## config.mk

```make
export PLATFORM = sky130hd
export DESIGN_NAME = frac_divider
export DESIGN_NICKNAME = d
export VERILOG_FILES = /design/src/rtl/frac_divider.sv
export SDC_FILE = /design/constraint.sdc
export NUM_CORES = 1
export LEC_CHECK = 0
export CORE_UTILIZATION = 39
export DETAILED_ROUTE_END_ITERATION = 12
export DONT_BUFFER_PORTS = 1
export SYNTH_ARGS = -nofsm -noshare
export SYNTH_HDL_FRONTEND = slang
export SYNTH_SLANG_ARGS = --single-unit
```

## constraint.sdc

```tcl
create_clock -name Clk -period 6.6 [get_ports Clk]
set_input_delay 1.98 -clock Clk [delete_from_list [all_inputs] [get_ports Clk]]
set_output_delay 1.98 -clock Clk [all_outputs]
set_load 0.01 [all_outputs]
```

## src/rtl/frac_divider.sv

```systemverilog
// Unsigned fixed-point divider: Quotient = Dividend / Divisor with FRAC_W fraction bits,
// restoring shift-subtract one bit per cycle plus a guard bit for optional half-LSB rounding.
module frac_divider #(
    parameter int DIVIDEND_W = 16,
    parameter int DIVISOR_W  = 8,
    parameter int QUOT_W     = 24
) (
    input  logic                  Clk,
    input  logic                  Reset,
    input  logic                  Start,
    input  logic                  Round_en,
    input  logic [DIVIDEND_W-1:0] Dividend,
    input  logic [DIVISOR_W-1:0]  Divisor,
    output logic [QUOT_W-1:0]     Quotient,
    output logic                  Ack,
    output logic                  Busy,
    output logic                  DivZero
);
    localparam int FRAC_W = QUOT_W - DIVIDEND_W;
    localparam int CNT_W  = $clog2(QUOT_W + 1);

    typedef struct packed {
        logic [DIVIDEND_W-1:0] dividend;
        logic [DIVISOR_W-1:0]  divisor;
        logic                  round_en;
    } req_t;

    typedef enum logic [1:0] {IDLE, CALC, DONE} state_t;

    state_t                state_q, state_d;
    req_t                  req_q;
    logic                  pend_q;
    logic                  armed_q;
    logic [DIVISOR_W:0]    rem_q;
    logic [DIVIDEND_W-1:0] dvd_sr_q;
    logic [QUOT_W-1:0]     q_sr_q;
    logic [CNT_W-1:0]      cnt_q;

    logic                  accept;
    logic                  div_zero;
    logic                  last_iter;
    logic [DIVISOR_W+1:0]  trial;
    logic                  ge;
    logic [DIVISOR_W:0]    diff;
    logic [QUOT_W:0]       rounded;
    logic [QUOT_W-1:0]     final_q;

    // Start is captured with the operands on one edge and acted on at the next;
    // armed_q blocks capture on the first edge after reset release.
    assign accept    = armed_q && !pend_q && (state_q != CALC) && Start;
    assign div_zero  = (req_q.divisor == '0);
    assign last_iter = (cnt_q == CNT_W'(QUOT_W));
    assign Busy      = (state_q == CALC);

    // Extended dividend is {Dividend, FRAC_W+1 zeros}; zeros shift in from the bottom.
    assign trial = {rem_q, dvd_sr_q[DIVIDEND_W-1]};
    assign ge    = (trial >= {2'b00, req_q.divisor});
    assign diff  = trial[DIVISOR_W:0] - {1'b0, req_q.divisor};

    // On the last iteration q_sr_q holds T and ge is the guard bit G.
    assign rounded = {1'b0, q_sr_q} + {{QUOT_W{1'b0}}, req_q.round_en & ge};
    assign final_q = rounded[QUOT_W] ? '1 : rounded[QUOT_W-1:0];

    always_comb begin
        state_d = state_q;
        case (state_q)
            IDLE, DONE: if (pend_q) state_d = div_zero ? DONE : CALC;
            CALC:       if (last_iter) state_d = DONE;
            default:    state_d = IDLE;
        endcase
    end

    always_ff @(posedge Clk or negedge Reset) begin
        if (!Reset) state_q <= IDLE;
        else        state_q <= state_d;
    end

    always_ff @(posedge Clk or negedge Reset) begin
        if (!Reset) begin
            armed_q  <= 1'b0;
            pend_q   <= 1'b0;
            req_q    <= '0;
            rem_q    <= '0;
            dvd_sr_q <= '0;
            q_sr_q   <= '0;
            cnt_q    <= '0;
            Quotient <= '0;
            Ack      <= 1'b0;
            DivZero  <= 1'b0;
        end else begin
            armed_q <= 1'b1;
            pend_q  <= accept;
            if (accept) begin
                req_q <= '{dividend: Dividend, divisor: Divisor, round_en: Round_en};
            end
            if (pend_q) begin
                Ack      <= div_zero;
                DivZero  <= div_zero;
                rem_q    <= '0;
                dvd_sr_q <= req_q.dividend;
                q_sr_q   <= '0;
                cnt_q    <= '0;
                if (div_zero) Quotient <= '1;
            end else if (state_q == CALC) begin
                rem_q    <= ge ? diff : trial[DIVISOR_W:0];
                dvd_sr_q <= dvd_sr_q << 1;
                q_sr_q   <= {q_sr_q[QUOT_W-2:0], ge};
                cnt_q    <= cnt_q + CNT_W'(1);
                if (last_iter) begin
                    Quotient <= final_q;
                    Ack      <= 1'b1;
                end
            end
        end
    end
endmodule

```

; Word level (Yosys, flattened, before mapping)
; Cells that the tools add are included.
; W data, S select, Z words.
[word_totals]
ff_bits = 109
in_bits = 28
elab_cells = 58
[op_classes]
addsub = 3
n_lt_le_gt_ge = 1
eq_ne = 7
n_mux = 21
n_bitwise = 1
reduce_logical = 12
[ops]
columns = op, count
row1 = $mux W24, 7
row2 = $mux W16, 2
row3 = $mux W9, 3
row4 = $add A24 B1 Y25, 1
row5 = $ge A10 B8 Y1, 1
row6 = $mux W5, 2
row7 = $sub A9 B8 Y9, 1
row8 = $logic_not A8 Y1, 1
row9 = $mux W2, 3
row10 = $ne A2 B1 Y1 const B, 3
row11 = $add A5 B1 Y5 const B, 1
row12 = $eq A5 B5 Y1 const B, 1
row13 = $pmux W2 S2, 1
row14 = $reduce_and A2 Y1, 2
row15 = $reduce_bool A2 Y1, 2
row16 = $logic_and A1 B1 Y1, 3
row17 = $mux W1, 3
row18 = $reduce_and A3 Y1, 1
row19 = $eq A2 B1 Y1 const B, 1
row20 = $eq A2 B2 Y1 const B, 1
row21 = $logic_not A2 Y1, 1
row22 = $ne A2 B2 Y1 const B, 1
row23 = $reduce_or A2 Y1, 1
row24 = $and A1 B1 Y1, 1
row25 = $logic_not A1 Y1, 1

; Logic depth before layout (Yosys ltp)
; Gate-level depths: netlist (run 1).
[logic_depth]
depth_word = 7
mapped_depth = 16
mapped_depth_nobuf = 15

; Least setup slack after synthesis (run 1)
; Ideal clock, no wire load.
[synth_timing]
path_type = register to register
startpoint = reg req_q[1] in the netlist's numbering
endpoint = reg Quotient[13]
arrival_ns = 3.494
required_time_ns = 6.527
path_slack_ns = 3.033
path_stages_with_launch = 16
path_buffers = 2
synth_period_minus_slack_ns = 3.567
cell_sequence = dfrtp_1 -> ha_1 -> fa_1 -> nand2b_1 -> a211oi_1 -> nor4_4 -> buf_4 -> nor2b_1 -> ha_1 -> ha_1 -> nand4_4 -> nor3_4 -> nand4_2 -> o2111a_2 -> buf_6 -> a21oi_2
[synth_via]
elab_chain_cells = 7
word_cells_on_any_way = 10
cone_classes = 1 x add/sub / 1 x order compare / 1 x eq/ne / 4 x mux / 1 x bitwise / 2 x reduce/logical
[synth_rtl]
columns = item, line
row1 = "start, declared", 31  ; req_t req_q;
row2 = "start signal, assigned", 94  ; req_q <= '{dividend: Dividend, divisor: Divisor, round_en: Round_en};
row3 = $ge A10 B8 Y1, 57  ; assign ge = (trial >= {2'b00, req_q.divisor});
row4 = $and A1 B1 Y1, 61  ; assign rounded = {1'b0, q_sr_q} + {{QUOT_W{1'b0}}, req_q.round_en & ge};
row5 = $add A24 B1 Y25, 61
row6 = $mux W24, 62  ; assign final_q = rounded[QUOT_W] ? '1 : rounded[QUOT_W-1:0];
row7 = $mux W24, 109  ; if (last_iter) begin
row8 = $mux W24, 104  ; end else if (state_q == CALC) begin
row9 = $mux W24, 96  ; if (pend_q) begin
row10 = "end signal, assigned", 110  ; Quotient <= final_q;
row11 = "end, declared", 14  ; output logic [QUOT_W-1:0] Quotient,
; Several ways; a longest one is shown, not always the timed one. The select of a mux whose other input is x is not followed.
; A chain may end at the register's enable or synchronous reset.

; Worst setup path after layout (run 1)
[layout_timing]
startpoint = reg req_q[1] in the netlist's numbering
endpoint = reg Quotient[0]
; Same word-level chain as after synthesis.

==> flow_summary.yaml, run 1 <==
timing:
  timing.final.crit_share_pct: 59.9
  slew_headroom_pct: 31.3
  setup_violations: 0
  min_period_ns: 3.95
  tightest_slew_ns: 1.03
  hold_viol: 0
  skew_ns: 0.00861
  slew_viol_final: 0
  fmax_ghz: 0.253
  timing.setup.tns_ns: 0
  rsz0062_at_grt: "no"
logic_synthesis:
  yosysUniqueCellTypes: 49
  syn_nets: 577
  yosys.area_share.xor_xnor_pct: 4.55
  synth_area_leader_cell: "dfrtp_1"
  ys_seq_area_share_pct: 50.7
  syn_avg_cell_area_um2: 10.0
  syn_inst: 536
  yosys.area.top_type_share_pct: 50.7
  ys_ff_latch: 109
  synth_edf_count: 0
  yosys.area_share.simple_pct: 15.5
  synth_compound_area_share_pct: 14.1
  synth_ff_type: "dfrtp_1"
  synth_fa_ha_area_share_pct: 3.16
  netlist_area_um2: 5380
  yosys_warnings: 0
  synth.area.mux_share_pct: 7.11
  synth_top_family_by_area: "simple AND/OR/NAND/NOR gates"
  yosys-top-cells-area: "dfrtp_1 (51%), nand2_1 (6.1%), a21oi_1 (4.1%), mux2_2 (3.8%), o21ai_0 (3.4%)"
  async_flop_share_pct: 100
routing:
  drt-initial-drc-count: 218
  ant_nets: 0
  drc_errors: 0
  vias_per_cell: 5.23
  dr_total_vias: 3665
  wirelength_um: 9970
  wl_per_cell_um: 14.2
  dr.pass1.iters: 4
clock_tree:
  clk_latency_ns: 0.34
  cts_setup_buffers: 0
  cts_made_buffers: 9
  cts_root_buf: "clkbuf_16"
  clk_pin_slew_ns: 0.07
  cts.repair.resized: 0
  holdBufCountCts: 0
  clk_path_buf_depth: 2
  cts_tree: "yes"
  clock_sinks: 109
  htree_levels: 3
status:
  outcome: "complete, no violations"
critical_path:
  startpoint_type: "flop"
  critical_path.endpoint_type: "flop"
  path_common_cell: "ha_1"
  cp.required_ns: 6.86
  crit_type: "reg -> reg"
  cp.arrival_ns: 4.21
  max_stage_delay_ns: 0.52
  cpMaxStageDelayCell: "o2111a_2"
  cp_max_fo: 23
  crit_path_cell_trace: "ha_1 -> fa_1 -> nand2b_1 -> a211oi_1 -> nor4_4 -> nor2b_1 -> ha_1 -> ha_1 -> nand4_4 -> nor3_4 -> nand4_2 -> o2111a_2 -> a21oi_1"
layout:
  drive_gt1_share_pct: 13.0
  n_antenna_cell: 0
  nets: 561
  final_core_util_pct: 43.0
  area_growth_pct: 6.55
  stdcell_count: 701
  mostFrequentLayoutCell: "dfrtp_1"
  final_cell_mix: "dfrtp_1 (108), nand2_1 (87), nor2_1 (46), a21oi_1 (44), o21ai_0 (37)"
global_routing:
  grt_max_degree: 110
  overflow: 0
  grt_pass1_vias: 3707
  globalRouteTotalUtil_pct: 15.3
  grt_pass1_wl_um: 17600
  antenna_found_initial: 0
place:
  routabilityCongestion: 0.827
  dp_hpwl_um: 6820
  placed_cells: 685
  numPortBuffers: 0
job:
  drv_cap: 0
pwr:
  p_leak_nw: 2.49
  ir_drop_v: 0.000237
  report.power.total_w: 0.00288
  power_density_nw_per_um2: 501
die:
  die_w_um: 119
  pin_count: 55
  num_rows: 42
  die_h_um: 119
  initial_core_util_pct: 40.3
  core_um2: 13300
  dieArea_um2: 14300
hold_path:
  hp-class: "reg -> reg"
worst max-delay path, delay by kind of cell, from the launching register on:
family	cells	cell delay, ns
adder cells (fa/ha/maj)	4	1.08
AO/OA/AOI/OAI	3	1.16
AND/OR/NAND/NOR	6	1.22
flip-flops	1	0.40
final timing paths:
check | start | end | slack (ns) | cells after the start
max | req_q[1] | Quotient[0] | 2.65 | 13
min | req_q[18] | dvd_sr_q[9] | 0.48 | 2
max reg2reg | req_q[1] | Quotient[0] | 2.65 | 13
min reg2reg | req_q[18] | dvd_sr_q[9] | 0.48 | 2
max in group asynchronous | Reset | pend_q | 5.11 | 0
min in group asynchronous | Reset | Quotient[2] | 1.33 | 0
cell families after synthesis:
group | count (synthesis)
other cells | 1
compound gates | 122
mux | 36
simple gates | 173
xor+xnor | 28
fa+ha+maj | 13
flops | 109
buf+inv | 54
power by group:
group | switching (W) | leakage, nW | total, W | internal (W)
registers | 0.000285 | 1.39 | 0.00124 | 0.000960
logic | 0.000634 | 0.958 | 0.00114 | 0.000502
clock network | 0.000229 | 0.137 | 0.000495 | 0.000266
flip-flops by register name, summed over array words and instances (netlist names):
signal	count
state_q	2
armed_q	1
DivZero	1
q_sr_q	24
dvd_sr_q	16
pend_q	1
rem_q	9
Quotient	24
cnt_q	5
req_q	25
Ack	1
stage by stage:
stage	instance area (um^2)	hold WS (ns)	setup slack, ns
CTS	5740	0.488	2.62
global placement	5470	0.463	2.78
floorplan	5380	0.449	3.03
global route	5740	0.519	2.29
detailed placement	5470	0.472	2.63
finish	5740	0.483	2.65
metal layers:
| layer | global-route usage, % | wire, um |
|---|---|---|
| met5 | 0 | 0 |
| met3 | 3.99 | 565 |
| met1 | 20.6 | 4770 |
| met2 | 23.7 | 4460 |
| met4 | 5.31 | 180 |
synthesized netlist by cell type (2+ instances only):
library cell,count
or4_1,2
buf_2,6
buf_6,4
inv_1,23
and4_1,3
nand2_1,87
nand2b_1,3
mux2i_1,18
nor4_4,2
nand4_1,9
ha_1,12
clkbuf_1,16
nand3_1,7
a31oi_1,2
a21oi_2,20
xor2_1,17
and3_1,4
dfrtp_1,109
a211oi_1,6
o21ai_0,37
nor2b_1,2
xnor2_1,11
a21oi_1,44
buf_4,4
nand4_4,2
nor2_1,46
mux2_2,18
cell type report:
class                           instances  area [um^2]
Clock inverter                          4         23.8
Clock buffer                           12          246
Inverter                               23         86.3
Multi-Input combinational cell        373         2400
Timing Repair Buffer                    4         30.0
Fill cell                            1312         7610
Tap cell                              176          220
Sequential cell                       109         2730
(Power assumes the default switching activity.)
==> run 2, diff against run 1 <==
Clock period 6.6 ns to 3.95 ns, I/O delays scaled along.
==> run 2 against run 1 <==
Effect of this change: fmax rose by 9.0%; largest power group unchanged; clock-buffer cell count rose by 1; critical path type unchanged; sequential power rose by 69%; via count fell by 0.71%; sequential cell count did not move; critical path depth did not move.
==> flow_summary.yaml, run 2 (same netlist as run 1, synthesis figures left out) <==
timing:
  hold_viol: 0
  timing.setup.tns_ns: 0
  slew_headroom_pct: 34.0
  skew_ns: 0.00767
  slew_viol_final: 0
  timing.final.crit_share_pct: 91.8
  tightest_slew_ns: 0.990
  fmax_ghz: 0.276
  setup_violations: 0
  setup_ws_ns: 0.322
  timing.hold.ws_ns: 0.484
  min_period_ns: 3.63
  rsz0062_at_grt: "no"
hold_path:
  holdPathStages: 2
  hp-class: "reg -> reg"
  hp-start: "req_q[20]"
  min_to: "dvd_sr_q[11]"
place:
  dp_hpwl_um: 7040
  routabilityCongestion: 0.872
  numPortBuffers: 0
  placed_cells: 688
  dpl_worst_slack_ns: 0.156
global_routing:
  globalRouteTotalUtil_pct: 15.7
  grt_pass1_wl_um: 17700
  antenna_found_initial: 0
  grt_pass1_vias: 3672
  grt_max_degree: 110
  overflow: 0
pwr:
  power.internal_w: 0.00290
  power.share.sequential_pct: 43.4
  p_switching_w: 0.00193
  power_frac_comb_pct: 39.4
  sw_frac_of_total_pct: 40.0
  clockPowerShare_pct: 17.2
  p_leak_nw: 2.50
  ir_drop_v: 0.000431
  power_density_nw_per_um2: 838
critical_path:
  cpMaxStageDelayCell: "o2111a_2"
  critPathTopFamily: "adder cells"
  max_stage_delay_ns: 0.52
  crit_path_cell_trace: "ha_1 -> fa_1 -> nand2b_1 -> a211oi_2 -> nor4_4 -> nor2b_1 -> ha_1 -> ha_1 -> nand4_4 -> nor3_4 -> nand4_2 -> o2111a_2 -> a21oi_1"
  cp_max_fo: 23
  path_common_cell: "ha_1"
  reg2reg_depth: 13
  critPathBufInv: 0
  crit_type: "reg -> reg"
  cp.required_ns: 4.22
  cp.arrival_ns: 3.89
  worstReg2RegStart: "req_q[1]"
  startpoint_type: "flop"
  critical_path.endpoint_type: "flop"
  r2r_setup_slack_ns: 0.32
  r2r-end: "Quotient[0]"
layout:
  reg.largest.list: "req_q (25), Quotient (24), q_sr_q (24)"
  n_antenna_cell: 0
  top_register: "req_q"
  area_growth_pct: 7.09
  nets: 564
  stdcell_count: 704
  largest_reg_flops: 25
  mostFrequentLayoutCell: "dfrtp_1"
  drive_gt1_share_pct: 13.4
  n_fill_cell: 1335
  final_cell_mix: "dfrtp_1 (108), nand2_1 (87), nor2_1 (46), a21oi_1 (44), o21ai_0 (37)"
die:
  pin_count: 55
  core_um2: 13300
  initial_core_util_pct: 40.3
  die_h_um: 119
  dieArea_um2: 14300
  num_rows: 42
  die_w_um: 119
routing:
  drc_errors: 0
  drt-initial-drc-count: 201
  dr.pass1.iters: 4
  wl_per_cell_um: 14.6
  ant_nets: 0
  dr_total_vias: 3639
  vias_per_cell: 5.17
  wirelength_um: 10200
clock_tree:
  clk_latency_ns: 0.35
  cts_root_buf: "clkbuf_16"
  cts_tree: "yes"
  cts_made_buffers: 9
  clk_path_buf_depth: 2
  htree_levels: 3
  clk_pin_slew_ns: 0.07
  clock_sinks: 109
status:
  outcome: "complete, no violations"
job:
  drv_cap: 0
[run 2: layout make-up]
| cell class | instances | area [um^2] | share of cell area (%) |
|---|---|---|---|
| Timing Repair Buffer | 7 | 52.6 | 0.911 |
| Clock buffer | 13 | 250 | 4.34 |
| Tap cell | 176 | 220 | 3.82 |
| Clock inverter | 3 | 21.3 | 0.369 |
| Sequential cell | 109 | 2730 | 47.3 |
| Multi-Input combinational cell | 373 | 2410 | 41.7 |
| Inverter | 23 | 86.3 | 1.50 |
[run 2: layer usage]
| layer | wire [um] | GRT usage [%] | vias to the layer above |
|---|---|---|---|
| li1 | - | - | 1798 |
| met1 | 4780 | 20.3 | 1741 |
| met2 | 4620 | 24.2 | 85 |
| met3 | 660 | 5.09 | 15 |
| met4 | 191 | 6.41 | 0 |
| met5 | 0 | 0 | - |
[run 2: how the worst max path moves through the flow]
stage	from	depth (start not counted)	endpoint
2_1_floorplan	req_q[1]	15	Quotient[13]
3_3_place_gp	req_q[1]	13	Quotient[19]
3_5_place_dp	req_q[1]	13	Quotient[0]
4_1_cts	req_q[1]	13	Quotient[0]
5_1_grt	req_q[1]	13	Quotient[1]
6_report	req_q[1]	13	Quotient[0]
[run 2: through the flow]
stage / util [%] / cell area (um^2) / power [W]
after floorplan: - / 5380 / 0.00362
after global placement: 41.1 / 5490 / 0.00395
final: 43.2 / 5770 / 0.00483
after CTS: 43.2 / 5760 / 0.00488
after global routing: 43.2 / 5770 / 0.00525
after detailed placement: 41.1 / 5490 / 0.00403
[run 2: timing repair]
action | CTS | global route
setup buffers | 0 | 0
hold buffers | 0 | 0
gates resized for setup | 0 | 1
setup endpoints to repair | 0 | 1
[run 2: worst register-to-register path, delay by kind of cell (launching register included)]
kind                     cells  cell delay, ns
flip-flops                   1            0.40
adder cells (fa/ha/maj)      4            1.08
AO/OA/AOI/OAI                3            1.09
AND/OR/NAND/NOR              6            0.99
[run 2: power groups by stage]
stage | clock [W] | combinational, W | sequential, W
after global placement | 0 | 0.00184 | 0.00210
after floorplan | 0 | 0.00168 | 0.00194
after CTS | 0.000868 | 0.00191 | 0.00210
final | 0.000831 | 0.00190 | 0.00210
after detailed placement | 0 | 0.00191 | 0.00212
after global routing | 0.000903 | 0.00217 | 0.00218
